--- config.mk ---
export PLATFORM = sky130hd
export DESIGN_NAME = clock_divider_bank
export DESIGN_NICKNAME = d
export VERILOG_FILES = /design/src/rtl/clk_div_pkg.sv /design/src/rtl/clk_div_channel.sv /design/src/rtl/clock_divider_bank.sv
export SDC_FILE = /design/constraint.sdc
export NUM_CORES = 1
export LEC_CHECK = 0
export CAP_MARGIN = 10
export CORE_ASPECT_RATIO = 0.7
export CORE_MARGIN = 4
export CORE_UTILIZATION = 35
export DETAILED_ROUTE_END_ITERATION = 6
export SYNTH_ARGS = -nofsm -noshare
export SYNTH_HDL_FRONTEND = slang
export SYNTH_SLANG_ARGS = --single-unit
--- constraint.sdc ---
create_clock -name clk -period 4.3 [get_ports clk]
set_input_delay 0.645 -clock clk [delete_from_list [all_inputs] [get_ports clk]]
set_output_delay 0.645 -clock clk [all_outputs]
set_load 0.02 [all_outputs]
--- src/rtl/clk_div_pkg.sv ---
// clk_div_pkg: shared defaults and the channel-index width helper for the
// clock divider bank.
package clk_div_pkg;

   localparam int DEFAULT_DIV = 100;
   localparam int DEF_NUM_CH  = 4;
   localparam int DEF_CNT_W   = 7;

   // A single-channel bank still gets a 1-bit channel select.
   function automatic int ch_idx_w(input int num_ch);
      return (num_ch > 1) ? $clog2(num_ch) : 1;
   endfunction

endpackage

--- src/rtl/clk_div_channel.sv ---
// clk_div_channel: one divider channel with shadow/active divisors and a
// glitch-free retarget. Optional CLKDIV_SYNC_RESTART_EN adds sync_restart.
module clk_div_channel
   import clk_div_pkg::*;
#(
   parameter int CNT_W       = DEF_CNT_W,
   parameter int DEFAULT_DIV = clk_div_pkg::DEFAULT_DIV
) (
   input  logic             clk,
   input  logic             reset,
   input  logic             en,
   input  logic             wr,
   input  logic [CNT_W-1:0] wr_div,
`ifdef CLKDIV_SYNC_RESTART_EN
   input  logic             sync_restart,
`endif
   output logic             scaled_clk,
   output logic             tick
);

   localparam logic [CNT_W-1:0] RST_DIV = CNT_W'(DEFAULT_DIV);

   logic [CNT_W-1:0] cnt;
   logic [CNT_W-1:0] shadow;
   logic [CNT_W-1:0] active;
   logic             term;
   logic             parked;

   // cnt never exceeds active, so equality is the terminal condition; a zero
   // divisor therefore terminates every cycle, which lets a parked channel
   // pick up a new shadow on the very next edge.
   assign term   = (cnt == active);
   assign parked = (active == '0);

   always_ff @(posedge clk or negedge reset) begin
      if (!reset) begin
         cnt        <= '0;
         shadow     <= RST_DIV;
         active     <= RST_DIV;
         scaled_clk <= 1'b0;
         tick       <= 1'b0;
      end else begin
         if (wr)
            shadow <= wr_div;
`ifdef CLKDIV_SYNC_RESTART_EN
         if (sync_restart) begin
            cnt        <= '0;
            active     <= shadow;
            scaled_clk <= 1'b0;
            tick       <= 1'b0;
         end else
`endif
         if (!en) begin
            tick   <= 1'b0;
            active <= shadow;
            // Keep the frozen count within a smaller newly loaded divisor.
            if (cnt > shadow)
               cnt <= shadow;
         end else if (term) begin
            cnt        <= '0;
            active     <= shadow;
            scaled_clk <= parked ? 1'b0 : ~scaled_clk;
            tick       <= ~parked;
         end else begin
            cnt  <= cnt + CNT_W'(1);
            tick <= 1'b0;
         end
      end
   end

endmodule

--- src/rtl/clock_divider_bank.sv ---
// clock_divider_bank: NUM_CH independent clock dividers sharing one divisor
// write port. Define CLKDIV_SYNC_RESTART_EN to add the sync_restart input.
module clock_divider_bank
   import clk_div_pkg::*;
#(
   parameter int  NUM_CH      = DEF_NUM_CH,
   parameter int  CNT_W       = DEF_CNT_W,
   parameter int  DEFAULT_DIV = clk_div_pkg::DEFAULT_DIV,
   localparam int CH_W        = ch_idx_w(NUM_CH)
) (
   input  logic              clk,
   input  logic              reset,
   input  logic [NUM_CH-1:0] ch_en,
   input  logic              wr_en,
   input  logic [CH_W-1:0]   wr_ch,
   input  logic [CNT_W-1:0]  wr_div,
`ifdef CLKDIV_SYNC_RESTART_EN
   input  logic              sync_restart,
`endif
   output logic [NUM_CH-1:0] scaled_clk,
   output logic [NUM_CH-1:0] tick
);

   logic [NUM_CH-1:0] wr_sel;

   for (genvar i = 0; i < NUM_CH; i++) begin : g_ch
      // Channel indices at or above NUM_CH match no channel and are dropped.
      assign wr_sel[i] = wr_en && (wr_ch == CH_W'(i));

      clk_div_channel #(
         .CNT_W       (CNT_W),
         .DEFAULT_DIV (DEFAULT_DIV)
      ) u_ch (
         .clk          (clk),
         .reset        (reset),
         .en           (ch_en[i]),
         .wr           (wr_sel[i]),
         .wr_div       (wr_div),
`ifdef CLKDIV_SYNC_RESTART_EN
         .sync_restart (sync_restart),
`endif
         .scaled_clk   (scaled_clk[i]),
         .tick         (tick[i])
      );
   end

endmodule

==> results.rst, run 1 <==
.. list-table::
   :header-rows: 1

   * - Metric
     - Value
   * - Worst endpoint required time
     - 4550 ps
   * - Reported leakage power
     - 2.54 nW
   * - Synthesized cell area
     - 5180 sq um
   * - Sort of element at the start of the critical path
     - primary input
   * - Total Routing Usage GR
     - 14.0%
   * - Syn_nets
     - 554
   * - Fmax
     - 0.418 GHz
   * - Max-slew violation total from the final report
     - 0
   * - Data arrival time of the worst path
     - about 2600 ps
   * - Via count
     - 3861
   * - Category of the most critical setup path
     - primary input to flop
   * - Iter 0 DRT Violations
     - 183
   * - RSZ-0062 raised after global routing
     - false
   * - Area share of the leading cell type in the synthesized netlist
     - roughly a third
   * - Max_slew headroom
     - 29.5%
   * - Sum of negative setup slack
     - 0 ps
   * - Synthesis-to-layout area growth
     - 12.8%
   * - Via density
     - 5.38
   * - Library cell with the largest summed area after synthesis
     - sky130_fd_sc_hd__dfrtp_1
   * - Sum of overflow across all layers after global routing
     - 0
   * - Worst IR drop on VDD
     - 0.232 mV
   * - Final number of setup-violating endpoints
     - 0
   * - Post-route fraction of the period consumed by the critical path
     - 55.6%
   * - Largest driver fanout on the critical path
     - 23
   * - Number of iterations in the first detailed-routing pass
     - 4
   * - Placement row count
     - 36
   * - Clock tree buffer depth
     - 2
   * - Wire length per cell after detailed routing
     - 15.9 um
   * - Residual antenna-violating net count after detailed routing
     - 0
   * - Number of buffers inserted during clock tree synthesis
     - 9
   * - Hold violation total from the final report
     - 0
   * - H-tree Lvls
     - 3
   * - Cell with the biggest individual delay on the critical path
     - sky130_fd_sc_hd__a21oi_2
   * - Final critical-path required period
     - 2390 ps
   * - Most instantiated library cell after synthesis
     - sky130_fd_sc_hd__dfrtp_1
   * - Worst hold path class
     - primary input to async pin
   * - Input/output buffers
     - 23
   * - Total power per unit cell area
     - ~640 nW/um^2
   * - Clk slew on worst S/H paths
     - 70 ps
   * - Placer Congestion
     - 0.885
   * - Status
     - finished clean
   * - Number of gates resized after cts
     - 0
   * - Critical path cell sequence
     - clkdlybuf4s50_1, inv_1, a21oi_2, a32oi_1, o22ai_1
   * - Seq cells post-synth
     - 92
   * - Sequential share of the synthesized area
     - 45.0%
   * - Routed wire length
     - 11400 um
   * - Number of nets in the layout
     - 570
   * - Measured slew at the worst slew-check pin
     - between 1000 and 1500 ps
   * - Effective utilization at floorplan
     - 36.5%
   * - Number of top-level pins
     - 24
   * - Number of remaining DRC errors
     - 0
   * - Syn Area/Cell
     - approximately 10 sq um
   * - Area of all placed cells without fillers
     - about 5800 sq um
   * - Inserted Diodes
     - 0
   * - Number of distinct library cells after synthesis
     - 44
   * - Number of enable flip-flop cells after synthesis
     - 0
   * - Delay of the slowest cell on the worst path
     - 780 ps
   * - Core outline area
     - 14200 sq um
   * - Ranking of synthesized cells by instance count
     - sky130_fd_sc_hd__dfrtp_1, sky130_fd_sc_hd__inv_1, sky130_fd_sc_hd__a21oi_1
   * - Warnings from Yosys
     - 0
   * - Sum of internal, switching and leakage power
     - about 3.7 mW
   * - CTS root buffer
     - sky130_fd_sc_hd__clkbuf_16
   * - Endpoint class of the critical path
     - flop
   * - Most area-consuming cells after synthesis
     - sky130_fd_sc_hd__dfrtp_1, sky130_fd_sc_hd__dfstp_2, sky130_fd_sc_hd__ha_1
   * - Quantity of hold-fixing buffers added after cts
     - 0
   * - Maximum number of pins on one net before global-route repair
     - 77
   * - Antenna violations before repair
     - 0
   * - First-pass GRT wire length
     - between 15000 and 20000 um
   * - Number of setup buffers added after CTS
     - 0
   * - TritonCTS Sinks
     - 92
   * - Primary FF master, synth
     - sky130_fd_sc_hd__dfrtp_1
   * - Via count of the first global-routing pass
     - 3745
   * - Count of mapped cells out of synthesis
     - just over 500
   * - Ratio of cells with drive above 1 in the final layout
     - 17.5%
   * - Total half-perimeter wirelength after legalization and detailed placement
     - 8370 um
   * - Max-cap violation count
     - 0
   * - Total Die Area
     - 16800 sq um
   * - Insertion delay to the later sink of the worst-skew pair
     - 340 ps
   * - Async S/R FF share, synth
     - 100%
   * - CTS tree
     - yes
   * - Worst clock skew
     - 7.28 ps
   * - Area of placed instances
     - ~5500 sq um
   * - Vertical extent of the die
     - 110 um
   * - Die width
     - 153 um
-- layout make-up --
type	instances	area, sq um
fillers	1410	8340
inverters	62	233
repair buffers	26	250
clock buffers	13	280
flip-flops and latches	92	2330
well taps	190	238
multi-input cells	331	2470
clock inverters	3	42.5
-- state kept, by name (all words and copies together), names as in the netlist --
signal / count
g_ch.u_ch.scaled_clk: 4
g_ch.u_ch.shadow: 28
g_ch.u_ch.cnt: 28
g_ch.u_ch.tick: 4
g_ch.u_ch.active: 28
-- per-layer routing --
layer	vias to the layer above	wire, um	GRT usage, %
met4	0	80	2.65
met2	79	4940	21.1
met5	-	0	0
met1	1915	5870	20.6
li1	1856	-	-
met3	11	521	3.46
-- worst max-delay path, delay by kind of cell --
family          cells  cell delay (ps)
compound gates      3             1210
buf+inv             2              780
-- final timing paths --
check | start | to | slack (ps) | cells past startpoint
min | reset | g_ch[1].u_ch.tick | 440 | 1
min reg2reg | g_ch[1].u_ch.active[2] | g_ch[1].u_ch.active[2] | 480 | 2
max reg2reg | g_ch[1].u_ch.shadow[6] | g_ch[1].u_ch.cnt[5] | 2100 | 7
max in group asynchronous | reset | g_ch[2].u_ch.active[5] | 2980 | 2
max | ch_en[3] | g_ch[3].u_ch.cnt[2] | 1910 | 5
min in group clk | g_ch[1].u_ch.active[2] | g_ch[1].u_ch.active[2] | 480 | 2
-- per-stage QoR --
| stage | cells | setup WS (ps) | hold WS [ps] | util, % |
|---|---|---|---|---|
| 6_report | 717 | 1910 | 436 | 41.2 |
| 5_1_grt | 717 | 1720 | 501 | 41.2 |
| 4_1_cts | 717 | 1960 | 484 | 41.2 |
| 3_5_place_dp | 701 | 1600 | 474 | 38.9 |
| 3_3_place_gp | 701 | 1680 | 470 | 38.9 |
| 2_1_floorplan | 506 | 2320 | 349 | - |
-- power breakdown --
group	switching (mW)	internal, mW	total [mW]
Sequential	0.351	1.16	1.52
Clock	0.333	0.513	0.846
Combinational	0.782	0.605	1.39
Total	1.47	2.28	3.75
-- placed cells by master, fill, tap and decap left out, drive strengths merged, types with 4 or more instances in the layout --
master	count
a221oi	8
a21oi	48
nand2	37
dfstp	24
o32a	5
nor4	8
nand3	20
clkbuf	13
mux2	30
o22ai	20
a32oi	11
nand4	4
a22oi	4
nor2	5
dfrtp	68
o21ai	37
ha	32
xor2	28
a211oi	4
nor3	11
inv	62
clkdlybuf4s50	22
nand3b	6
buf	4
and3	4
-- cells by family after synthesis --
kind of cell | synth area share [%]
fa+ha+maj | 7.73
compound gates | 18.0
mux | 6.52
buf+inv | 7.34
simple gates | 10.6
flops | 45.0
xor+xnor | 4.73
Note: power is estimated with default switching activity, not from simulation.
==> inputs of run 2 (changes only) <==
==> constraint.sdc (replaced) <==
create_clock -name clk -period 2.3 [get_ports clk]
set_input_delay 0.345 -clock clk [delete_from_list [all_inputs] [get_ports clk]]
set_output_delay 0.345 -clock clk [all_outputs]
set_load 0.02 [all_outputs]
==> run 2 against run 1 <==
  * Hold slack gained 46 ps
  * Combinational power grew 90%
  * Total power grew 84%
  * Routed wire length shrank 1.4%
  * Non-clock buffer count grew 8
  * Sequential share of layout area shrank 0.41 points
  * Final area grew 1.0%
  * Flip-flop and latch count is the same
  * Global-route usage grew 0.12 points
  * Clock power grew 70%
  * Largest power group unchanged
==> results.rst, run 2 (synthesized netlist as in run 1, its figures left out) <==
.. list-table::
   :header-rows: 1

   * - Metric
     - Value
   * - Worst hold path class
     - flop to flop (was primary input to async pin)
   * - Worst endpoint required time
     - 2560 ps (was 4550 ps)
   * - Number of iterations in the first detailed-routing pass
     - 4 (unchanged)
   * - H-tree Lvls
     - 3 (unchanged)
   * - Maximum number of pins on one net before global-route repair
     - 57 (was 77)
   * - Via count
     - 3799 (was 3861)
   * - Die width
     - 153 um (unchanged)
   * - Fmax
     - ~0.47 GHz
   * - Status
     - finished clean (unchanged)
   * - Register-to-Register Setup Slack
     - 180 ps (was 2100 ps)
   * - Worst IR drop on VDD
     - 0.426 mV (was 0.232 mV)
   * - Placement row count
     - 36 (unchanged)
   * - Max_slew headroom
     - 61.4% (was 29.5%)
   * - Insertion delay to the later sink of the worst-skew pair
     - 350 ps (was 340 ps)
   * - Category of the most critical setup path
     - flop to flop (was primary input to flop)
   * - Sum of negative setup slack
     - 0 ps (unchanged)
   * - Via count of the first global-routing pass
     - 3716 (was 3745)
   * - Reported leakage power
     - 2.56 nW (was 2.54 nW)
   * - Largest driver fanout on the critical path
     - 14 (was 23)
   * - Routed wire length
     - 11300 um (was 11400 um)
   * - TritonCTS Sinks
     - 92 (unchanged)
   * - Final number of setup-violating endpoints
     - 0 (unchanged)
   * - Inserted Diodes
     - 0 (unchanged)
   * - Residual antenna-violating net count after detailed routing
     - 0 (unchanged)
   * - Data arrival time of the worst path
     - 2390 ps (was 2640 ps)
   * - Iter 0 DRT Violations
     - 209 (was 183)
   * - CTS root buffer
     - sky130_fd_sc_hd__clkbuf_16 (unchanged)
   * - Hold violation total from the final report
     - 0 (unchanged)
   * - Input/output buffers
     - 23 (unchanged)
   * - Via density
     - 5.24 (was 5.38)
   * - Worst Reg-to-Reg Cells
     - 7 (unchanged)
   * - Reg-to-reg startpoint
     - g_ch[2].u_ch.shadow[6] (was g_ch[1].u_ch.shadow[6])
   * - Placer Congestion
     - 0.822 (was 0.885)
   * - Clk slew on worst S/H paths
     - 70 ps (about the same)
   * - Total half-perimeter wirelength after legalization and detailed placement
     - 8330 um (was 8370 um)
   * - Commonest non-fill, non-tap cells in the layout
     - sky130_fd_sc_hd__dfrtp_1, sky130_fd_sc_hd__inv_1, sky130_fd_sc_hd__a21oi_1 (unchanged)
   * - Max-slew violation total from the final report
     - 0 (unchanged)
   * - Regs by FF count
     - g_ch.u_ch.active x28, g_ch.u_ch.cnt x28, g_ch.u_ch.shadow x28 (unchanged)
   * - Synthesis-to-layout area growth
     - 14.0% (was 12.8%)
   * - Endpoint of the lowest-slack register-to-register path
     - g_ch[2].u_ch.cnt[0] (was g_ch[1].u_ch.cnt[5])
   * - RSZ-0062 raised after global routing
     - false (unchanged)
   * - Worst clock skew
     - 8.29 ps (was 7.28 ps)
   * - Number of nets in the layout
     - 578 (was 570)
   * - Most common cell after layout, fill and taps aside
     - sky130_fd_sc_hd__dfrtp_1 (unchanged)
   * - Ratio of cells with drive above 1 in the final layout
     - 18.3% (was 17.5%)
   * - Total power per unit cell area
     - 1170 nW/um^2 (was 641 nW/um^2)
   * - Endpoint class of the critical path
     - flop (unchanged)
   * - Core outline area
     - 14200 sq um (unchanged)
   * - Final critical-path required period
     - 2120 ps
   * - Total Routing Usage GR
     - 14.1% (was 14.0%)
   * - Startpoint of the lowest-slack hold path
     - g_ch[3].u_ch.active[5]
   * - Number of top-level pins
     - 24 (unchanged)
   * - Vertical extent of the die
     - 110 um (unchanged)
   * - Wire length per cell after detailed routing
     - 15.5 um (was 15.9 um)
   * - Post-route fraction of the period consumed by the critical path
     - just over 90%
   * - Effective utilization at floorplan
     - 36.5% (unchanged)
   * - Capturing instance or port of the critical path
     - g_ch[2].u_ch.cnt[0] (was g_ch[3].u_ch.cnt[2])
   * - Critical path launch point
     - g_ch[2].u_ch.shadow[6] (was ch_en[3])
   * - Sum of overflow across all layers after global routing
     - 0 (unchanged)
   * - Total Die Area
     - 16800 sq um (unchanged)
   * - Number of buffers inserted during clock tree synthesis
     - 9 (unchanged)
   * - Clock tree buffer depth
     - 2 (unchanged)
   * - First-pass GRT wire length
     - 19300 um (was 19200 um)
   * - Number of remaining DRC errors
     - 0 (unchanged)
   * - Sort of element at the start of the critical path
     - flop (was primary input)
   * - Measured slew at the worst slew-check pin
     - 579 ps (was 1060 ps)
   * - Antenna violations before repair
     - 0 (unchanged)
   * - CTS tree
     - yes (unchanged)
   * - Max-cap violation count
     - 0 (unchanged)
   * - Sum of internal, switching and leakage power
     - 6.90 mW (was 3.75 mW)
-- run 2: cell count changes in the layout (fill, tap and decap cells not counted), sizes merged --
| cell | before | now |
|---|---|---|
| buf | 4 | 11 |
| dlygate4sd3 | 0 | 1 |
| clkinvlp | 1 | 3 |
| bufinv | 1 | 0 |
| clkbuf | 13 | 12 |
| clkinv | 1 | 0 |
| inv | 62 | 63 |
-- run 2: area by class of cell --
cell class | instances | area [sq um]
clock buffers | 12 | 256
clock inverters | 4 | 31.3
fillers | 1384 | 8280
inverters | 62 | 233
multi-input cells | 331 | 2480
flip-flops and latches | 92 | 2330
well taps | 190 | 238
repair buffers | 34 | 338
-- run 2: timing repair --
| action | 4_1_cts | 5_1_grt |
|---|---|---|
| hold buffers | 1 | 0 |
| endpoints found under the hold margin | 28 | 0 |
| setup endpoints to repair | 0 | 4 |
| buffers inserted | 0 | 0 |
| gates resized for setup | 0 | 1 |
-- run 2: worst max-delay path, stage by stage, from the launching register on --
cell and delay, ps:
sky130_fd_sc_hd__dfstp_2 550, sky130_fd_sc_hd__inv_1 60, sky130_fd_sc_hd__ha_1 320, sky130_fd_sc_hd__nand4_1 140
sky130_fd_sc_hd__or4_1 540, sky130_fd_sc_hd__o21ai_4 190, sky130_fd_sc_hd__a221oi_1 90, sky130_fd_sc_hd__a21oi_1 150
-- run 2: per-layer routing --
layer / vias up / routed length, um / track usage (%)
li1: 1869 / - / -
met1: 1859 / 5910 / 20.7
met2: 63 / 4830 / 21.3
met3: 8 / 447 / 3.82
met4: 0 / 68 / 2.21
met5: - / 0 / 0
-- run 2: per-stage QoR --
| step | utilization, % | worst slack [ps] | cells | hold WS, ps | area [sq um] |
|---|---|---|---|---|---|
| 6_report | 41.6 | 177 | 725 | 482 | 5910 |
| 5_1_grt | 41.6 | 39.0 | 725 | 500 | 5910 |
| 4_1_cts | 41.6 | 123 | 725 | 483 | 5900 |
| 3_5_place_dp | 39.5 | 169 | 708 | 348 | 5600 |
| 3_3_place_gp | 39.5 | 258 | 708 | 344 | 5600 |
| 2_1_floorplan | - | 321 | 506 | 49.4 | 5180 |
-- run 2: worst min path at each step --
stage               cells past startpoint  slack [ps]                     end
floorplan                               0          50  g_ch[0].u_ch.active[0]
detailed placement                      1         350       g_ch[1].u_ch.tick
finish                                  2         480  g_ch[3].u_ch.active[5]
CTS                                     2         480  g_ch[3].u_ch.active[6]
global route                            2         500  g_ch[0].u_ch.active[2]
global placement                        1         340       g_ch[1].u_ch.tick
-- run 2: report_power, final --
group          internal, mW  switching [mW]
clock                 0.797           0.645
combinational          1.17            1.46
sequential             2.18           0.642
